File: src/rtl/move_input_encoder.sv
// Debounced push-button front end that issues one valid/ready direction command per press and a new-game pulse.
// Optional AUTO_REPEAT_EN macro re-offers a held direction every REPEAT_CYCLES cycles.
module move_input_encoder #(
  parameter int DEBOUNCE_CYCLES = 50000,
  parameter int CNT_W           = 17,
  parameter int REPEAT_CYCLES   = 100000
) (
  input  logic       clk,
  input  logic       rst_n,
  input  logic       btn_up,
  input  logic       btn_right,
  input  logic       btn_down,
  input  logic       btn_left,
  input  logic       btn_center,
  input  logic       move_ready,
  output logic [1:0] dir,
  output logic       move_valid,
  output logic       new_game
);

  typedef enum logic [1:0] {IDLE, OFFER, RELEASE} state_t;

  localparam logic [CNT_W-1:0] DB_LAST = CNT_W'(DEBOUNCE_CYCLES - 1);

  if (((1 << CNT_W) <= DEBOUNCE_CYCLES) || ((1 << CNT_W) <= REPEAT_CYCLES)) begin : g_bad_cnt_w
    $error("CNT_W too narrow for DEBOUNCE_CYCLES/REPEAT_CYCLES");
  end

  // Bit order: 0=up, 1=right, 2=down, 3=left, 4=center; index equals the dir code.
  logic [4:0]       raw;
  logic [4:0]       sync1;
  logic [4:0]       sync2;
  logic [4:0]       stable;
  logic [4:0]       stable_q;
  logic [4:0]       press;
  logic [CNT_W-1:0] db_cnt [5];
  state_t           state;
  logic [1:0]       press_code;

  assign raw   = {btn_center, btn_left, btn_down, btn_right, btn_up};
  assign press = stable & ~stable_q;

  always_ff @(posedge clk or negedge rst_n) begin
    if (!rst_n) begin
      sync1    <= '0;
      sync2    <= '0;
      stable   <= '0;
      stable_q <= '0;
      for (int i = 0; i < 5; i++) db_cnt[i] <= '0;
    end else begin
      sync1    <= raw;
      sync2    <= sync1;
      stable_q <= stable;
      for (int i = 0; i < 5; i++) begin
        if (sync2[i] == stable[i]) begin
          db_cnt[i] <= '0;
        end else if (db_cnt[i] == DB_LAST) begin
          stable[i] <= ~stable[i];
          db_cnt[i] <= '0;
        end else begin
          db_cnt[i] <= db_cnt[i] + 1'b1;
        end
      end
    end
  end

  // Lowest index wins: UP > RIGHT > DOWN > LEFT.
  always_comb begin
    press_code = 2'd0;
    if (press[0])      press_code = 2'd0;
    else if (press[1]) press_code = 2'd1;
    else if (press[2]) press_code = 2'd2;
    else if (press[3]) press_code = 2'd3;
  end

`ifdef AUTO_REPEAT_EN
  localparam logic [CNT_W-1:0] REP_LAST = CNT_W'(REPEAT_CYCLES - 1);
  logic [CNT_W-1:0] rep_cnt;
  logic             only_last_held;

  assign only_last_held = (stable[3:0] == (4'd1 << dir));
`endif

  always_ff @(posedge clk or negedge rst_n) begin
    if (!rst_n) begin
      state      <= IDLE;
      dir        <= 2'b00;
      move_valid <= 1'b0;
      new_game   <= 1'b0;
`ifdef AUTO_REPEAT_EN
      rep_cnt    <= '0;
`endif
    end else begin
      new_game <= press[4];
      if (press[4]) begin
        // New game aborts any pending offer and waits for all directions to be released.
        move_valid <= 1'b0;
        state      <= RELEASE;
`ifdef AUTO_REPEAT_EN
        rep_cnt    <= '0;
`endif
      end else begin
        case (state)
          IDLE: begin
            if (|press[3:0]) begin
              dir        <= press_code;
              move_valid <= 1'b1;
              state      <= OFFER;
            end
          end
          OFFER: begin
            if (move_ready) begin
              move_valid <= 1'b0;
              state      <= RELEASE;
`ifdef AUTO_REPEAT_EN
              rep_cnt    <= '0;
`endif
            end
          end
          RELEASE: begin
`ifdef AUTO_REPEAT_EN
            if (only_last_held) begin
              if (rep_cnt == REP_LAST) begin
                rep_cnt    <= '0;
                move_valid <= 1'b1;
                state      <= OFFER;
              end else begin
                rep_cnt <= rep_cnt + 1'b1;
              end
            end else begin
              rep_cnt <= '0;
              if (stable[3:0] == 4'b0000) state <= IDLE;
            end
`else
            if (stable[3:0] == 4'b0000) state <= IDLE;
`endif
          end
          default: begin
            move_valid <= 1'b0;
            state      <= IDLE;
          end
        endcase
      end
    end
  end

endmodule

File: config.mk
export PLATFORM = sky130hd
export DESIGN_NAME = move_input_encoder
export DESIGN_NICKNAME = d
export VERILOG_FILES = /design/src/rtl/move_input_encoder.sv
export SDC_FILE = /design/constraint.sdc
export NUM_CORES = 1
export LEC_CHECK = 0
export CAP_MARGIN = 20
export CORE_MARGIN = 8
export CORE_UTILIZATION = 60
export DETAILED_ROUTE_END_ITERATION = 6
export PLACE_DENSITY = 0.75
export SLEW_MARGIN = 20
export SYNTH_ARGS = -nofsm -noshare
export SYNTH_HDL_FRONTEND = slang
export SYNTH_SLANG_ARGS = --single-unit
File: constraint.sdc
create_clock -name clk -period 2.6 [get_ports clk]
set_input_delay 0.52 -clock clk [delete_from_list [all_inputs] [get_ports clk]]
set_output_delay 0.52 -clock clk [all_outputs]
set_load 0.02 [all_outputs]
# ---- Word level (Yosys, flattened, before mapping)
# Index checks and enable logic that the tools add are counted.
dict set report totals {
  reg_bits 111
  latchBits 0
  mem_bits_rw 0
  romBits 0
  input_bits 8
  out_inout_bits 4
  word_cells 85
  mem_count 0
}
dict set report classes {
  n_addsub 5
  mul 0
  n_div 0
  order_cmp 0
  n_eq_ne 16
  shift 0
  n_mux 23
  bitwise_logic 13
  n_reduce_logical 11
}
# op n
set op_table {}
lappend op_table {{$mux W17} 10}
lappend op_table {{$add A17 B1 Y17 const B} 5}
lappend op_table {{$eq A17 B16 Y1 const B} 5}
lappend op_table {{$mux W2} 8}
lappend op_table {{$not A1 Y1} 11}
lappend op_table {{$reduce_and A2 Y1} 5}
lappend op_table {{$ne A3 B3 Y1 const B} 3}
lappend op_table {{$reduce_and A3 Y1} 3}
lappend op_table {{$pmux W2 S3} 1}
lappend op_table {{$and A5 B5 Y5} 1}
lappend op_table {{$eq A1 B1 Y1} 5}
lappend op_table {{$not A5 Y5} 1}
lappend op_table {{$logic_not A4 Y1} 1}
lappend op_table {{$reduce_or A4 Y1} 1}
lappend op_table {{$mux W1} 3}
lappend op_table {{$pmux W1 S3} 1}
lappend op_table {{$eq A2 B1 Y1 const B} 1}
lappend op_table {{$eq A2 B2 Y1 const B} 1}
lappend op_table {{$logic_not A2 Y1} 1}
lappend op_table {{$ne A2 B2 Y1 const B} 1}

# ---- Depth between registers and ports, before layout
dict set report depth {
  word_depth 6
  ltp_mapped 7
}

# ---- Worst setup path after synthesis
# No wires, ideal clock.
dict set report synth_timing {
  kind {register -> register}
  startpoint {register db_cnt[30] (netlist name)}
  endpoint {register stable[3]}
  setup_ps 125
  t_arrival_ps 1704
  required_time_ps 2475
  slack_ps 771
  path_stages_with_launch 4
  path_cell_list {dfrtp_1 or4_1 or4_4 mux2_4}
}
dict set report synth_between {
  elab_chain_cells 2
}
# item line_no
set synth_lines {}
lappend synth_lines {{from (decl)} 36} ;# logic [CNT_W-1:0] db_cnt [5];
lappend synth_lines {{from (signal, indexed assignment)} 61} ;# db_cnt[i] <= db_cnt[i] + 1'b1;
lappend synth_lines {{$eq A17 B16 Y1} 57} ;# end else if (db_cnt[i] == DB_LAST) begin
lappend synth_lines {{$reduce_and A2 Y1 (no line)} -}
lappend synth_lines {{to (signal, indexed assignment)} 58} ;# stable[i] <= ~stable[i];
lappend synth_lines {{to (decl)} 33} ;# logic [4:0] stable;
# No other way between the ends.
# A chain may end at the register's enable or synchronous reset.

# ---- Worst setup path after layout
dict set report layout_timing {
  startpoint {register db_cnt[44] (netlist name)}
  endpoint {register db_cnt[43] (netlist name)}
}
dict set report layout_between {
  elab_chain_cells 3
}
# item line_no
set layout_lines {}
lappend layout_lines {{$eq A17 B16 Y1} 57}
lappend layout_lines {{$mux W17} 57}
lappend layout_lines {{$mux W17} 55} ;# if (sync2[i] == stable[i]) begin
# No other way between the ends.

==> metrics.md <==
| Metric | Value |
|---|---|
| Cell type of the slowest stage on the worst timing path | `or4_1` |
| Total CTS buffers | `9` |
| Max Used Layer | `met4` |
| Number of setup buffers added after CTS | `0` |
| Detail Route met2 WL | `4.178 mm` |
| CTS sink count | `111` |
| Count of distinct cell types in the synthesized netlist | `38` |
| Core area | `8217 um^2` |
| Kind of start point of the critical path | `flop` |
| Vias | `3,482` |
| Fillers | `648` |
| Initial Utilization | `61.63%` |
| Resized Gates After CTS | `0` |
| Critical path data arrival time | `2.30 ns` |
| Number of slew-limit violations in the final report | `0` |
| Final core utilization | `66.80%` |
| GRT Residual Overflow | `0` |
| Setup-violating endpoint count in the final report | `0` |
| Mapped Area | `5064 um^2` |
| Total inserted antenna cells | `0` |
| Per-cell via count in the routed design | `5.662` |
| Design Area, Final | `5489 um^2` |
| CTS tree | `yes` |
| Placer's final routability congestion estimate | `0.8519` |
| Hpwl dp | `6.001 mm` |
| Path category of the worst min-delay check | `primary input to asynchronous set/reset pin` |
| Routed length on met3 | `254 um` |
| Part of the cycle the worst path needs | `79.49%` |
| Final setup margin | `0.5333 ns` |
| Net total in the final layout | `519` |
| Least-Margin Pin Slew | `0.5623 ns` |
| Drt first-iter violations | `133` |
| Most common cell after layout, fill and taps aside | `dfrtp_1` |
| Maximum vdd ir drop | `0.3393 mV` |
| Register bit total from synthesis | `111` |
| Leakage component of the power | `2.238 nW` |
| Die outline height | `107.9 um` |
| Post-Synthesis Mean Instance Area | `10.40 um^2` |
| Setup repair after global routing missed its margin | `false` |
| Port buffer count | `11` |
| Later-pin clock latency in the skew report | `0.36 ns` |
| DRT antenna net count | `0` |
| Top cells by area, synth | `dfrtp_1, xnor2_1, nor2_1` |
| Final wirelength | `8.687 mm` |
| Total routing usage reported by global routing | `16.43%` |
| Yosys top cell area share | `54.86%` |
| Family with the most delay on the worst path | `simple AND/OR/NAND/NOR gates` |
| Delay of the slowest critical-path stage | `0.51 ns` |
| Crit. End Element | `flop` |
| First-pass iteration count of the detailed router | `5` |
| Worst clock skew on the final layout | `0.006845 ns` |
| Cells after Synth | `487` |
| First-pass GRT wire length | `15.44 mm` |
| Largest net degree at the start of global routing | `59` |
| Setup TNS Final | `0 ns` |
| Hold Buf Count CTS | `0` |
| Max Buffers Root-to-Sink | `2` |
| YS warnings | `0` |
| Clock input transition at the sequential cells of the worst setup and hold paths | `0.10 ns` |
| Required arrival time at the worst endpoint | `2.83 ns` |
| Area of the multi-input gates | `2186 um^2` |
| Status | `completed` |
| Register area | `2778 um^2` |
| Fraction of the yosys area taken by sequential cells | `54.86%` |
| I/O pin count | `12` |
| Tmin final | `2.067 ns` |
| DRC violation count after routing | `0` |
| Mapped Nets | `500` |
| Share of cells above drive strength 1 | `6.078%` |
| Number of global-route vias before repair | `3,378` |
| Type of the worst setup path | `flop to flop` |
| Maximum frequency from static timing analysis | `483.9 MHz` |
| Width of the die | `107.9 um` |
| Number of H-tree levels | `3` |
| Critical-path cell list | `or4_1, nor4_1, or2_1, nor2_1` |
| Cell at the root of the clock tree | `clkbuf_8` |
| Total buffers and inverters traversed by the critical path | `0` |
| Placed cell areas | `5294 um^2` |
| Max_cap viols | `0` |
| Worst Setup Slack post-DPL | `0.5289 ns` |
| Area added between synthesis and finish | `8.401%` |
| WL/cell | `14.13 um` |
| Yosys top cell by area | `dfrtp_1` |
| Total power | `2.906 mW` |
| Critical path peak fanout | `17` |
| Floorplan die area | `11,630 um^2` |
| Final Hold Violating Endpoints | `0` |
| Leading cell types in the layout, fill and taps excluded | `dfrtp_1, nor2_1, xnor2_1` |
| Placement Rows | `33` |
| Power per cell area | `529.5 nW/um^2` |
| Rel. slew slack | `62.39%` |
| Initial antenna violation count | `0` |
| Post-Route M1 WL | `4.192 mm` |
[power by group]
part,internal [mW],switching (mW)
Clock,0.447,0.573
Sequential,1.75,0.0227
Combinational,0.0395,0.0722
[final timing paths]
path,from,end,slack [ns],cells after the start
worst max-delay path,db_cnt[44]$_DFF_PN0_,db_cnt[43]$_DFF_PN0_,0.53,4
worst min-delay path,rst_n,db_cnt[11]$_DFF_PN0_,0.02,1
worst max register to register,db_cnt[44]$_DFF_PN0_,db_cnt[43]$_DFF_PN0_,0.53,4
worst min register to register,sync1[3]$_DFF_PN0_,sync2[3]$_DFF_PN0_,0.36,0
max in group asynchronous,rst_n,db_cnt[18]$_DFF_PN0_,1.88,2
min in group clk,sync1[3]$_DFF_PN0_,sync2[3]$_DFF_PN0_,0.36,0
[stage by stage]
stage          cells  hold slack [ns]
6_report         615          0.02310
5_1_grt          615          0.02008
4_1_cts          615          0.01417
3_5_place_dp     600           0.3371
3_3_place_gp     600           0.3337
2_1_floorplan    487           0.2244
[routing by layer]
layer | GRT usage (%) | vias to the layer above
met1 | 21.66 | 1717
li1 | - | 1717
met2 | 25.96 | 44
met3 | 4.731 | 4
met5 | 0 | -
met4 | 4.262 | 0
[kinds of logic after synthesis]
group	Yosys count	synth area share (%)
buf+inv	20	1.977
fa+ha+maj	5	1.235
compound gates	13	2.570
simple gates	253	24.34
xor+xnor	80	13.84
flops	111	54.86
mux	5	1.186
[state kept, by name, indices dropped and copies added (netlist names), 2 cells and up]
name / count
db_cnt: 85
stable: 5
stable_q: 5
sync1: 5
sync2: 5
dir: 2
state: 2
[Yosys cell counts (all sizes together)]
master,count
a2111oi,1
a21bo,1
a21boi,1
a21oi,3
a31oi,1
a41o,1
and3,3
buf,6
clkbuf,1
dfrtp,111
ha,5
inv,13
mux2,5
nand2,26
nand2b,4
nand3,25
nand4,29
nor2,107
nor2b,2
nor3,13
nor4,34
nor4b,1
o21ai,2
o31ai,1
o41ai,2
or2,1
or3,1
or4,7
xnor2,68
xor2,12
[layout make-up]
type	count	share of cell area, %
Sequential cell	111	50.60
Timing Repair Buffer	15	2.735
Clock buffer	9	2.257
Multi-Input combinational cell	356	39.82
Inverter	13	0.8890
Tap cell	105	2.393
Clock inverter	6	1.299
(Power assumes the default switching activity.)
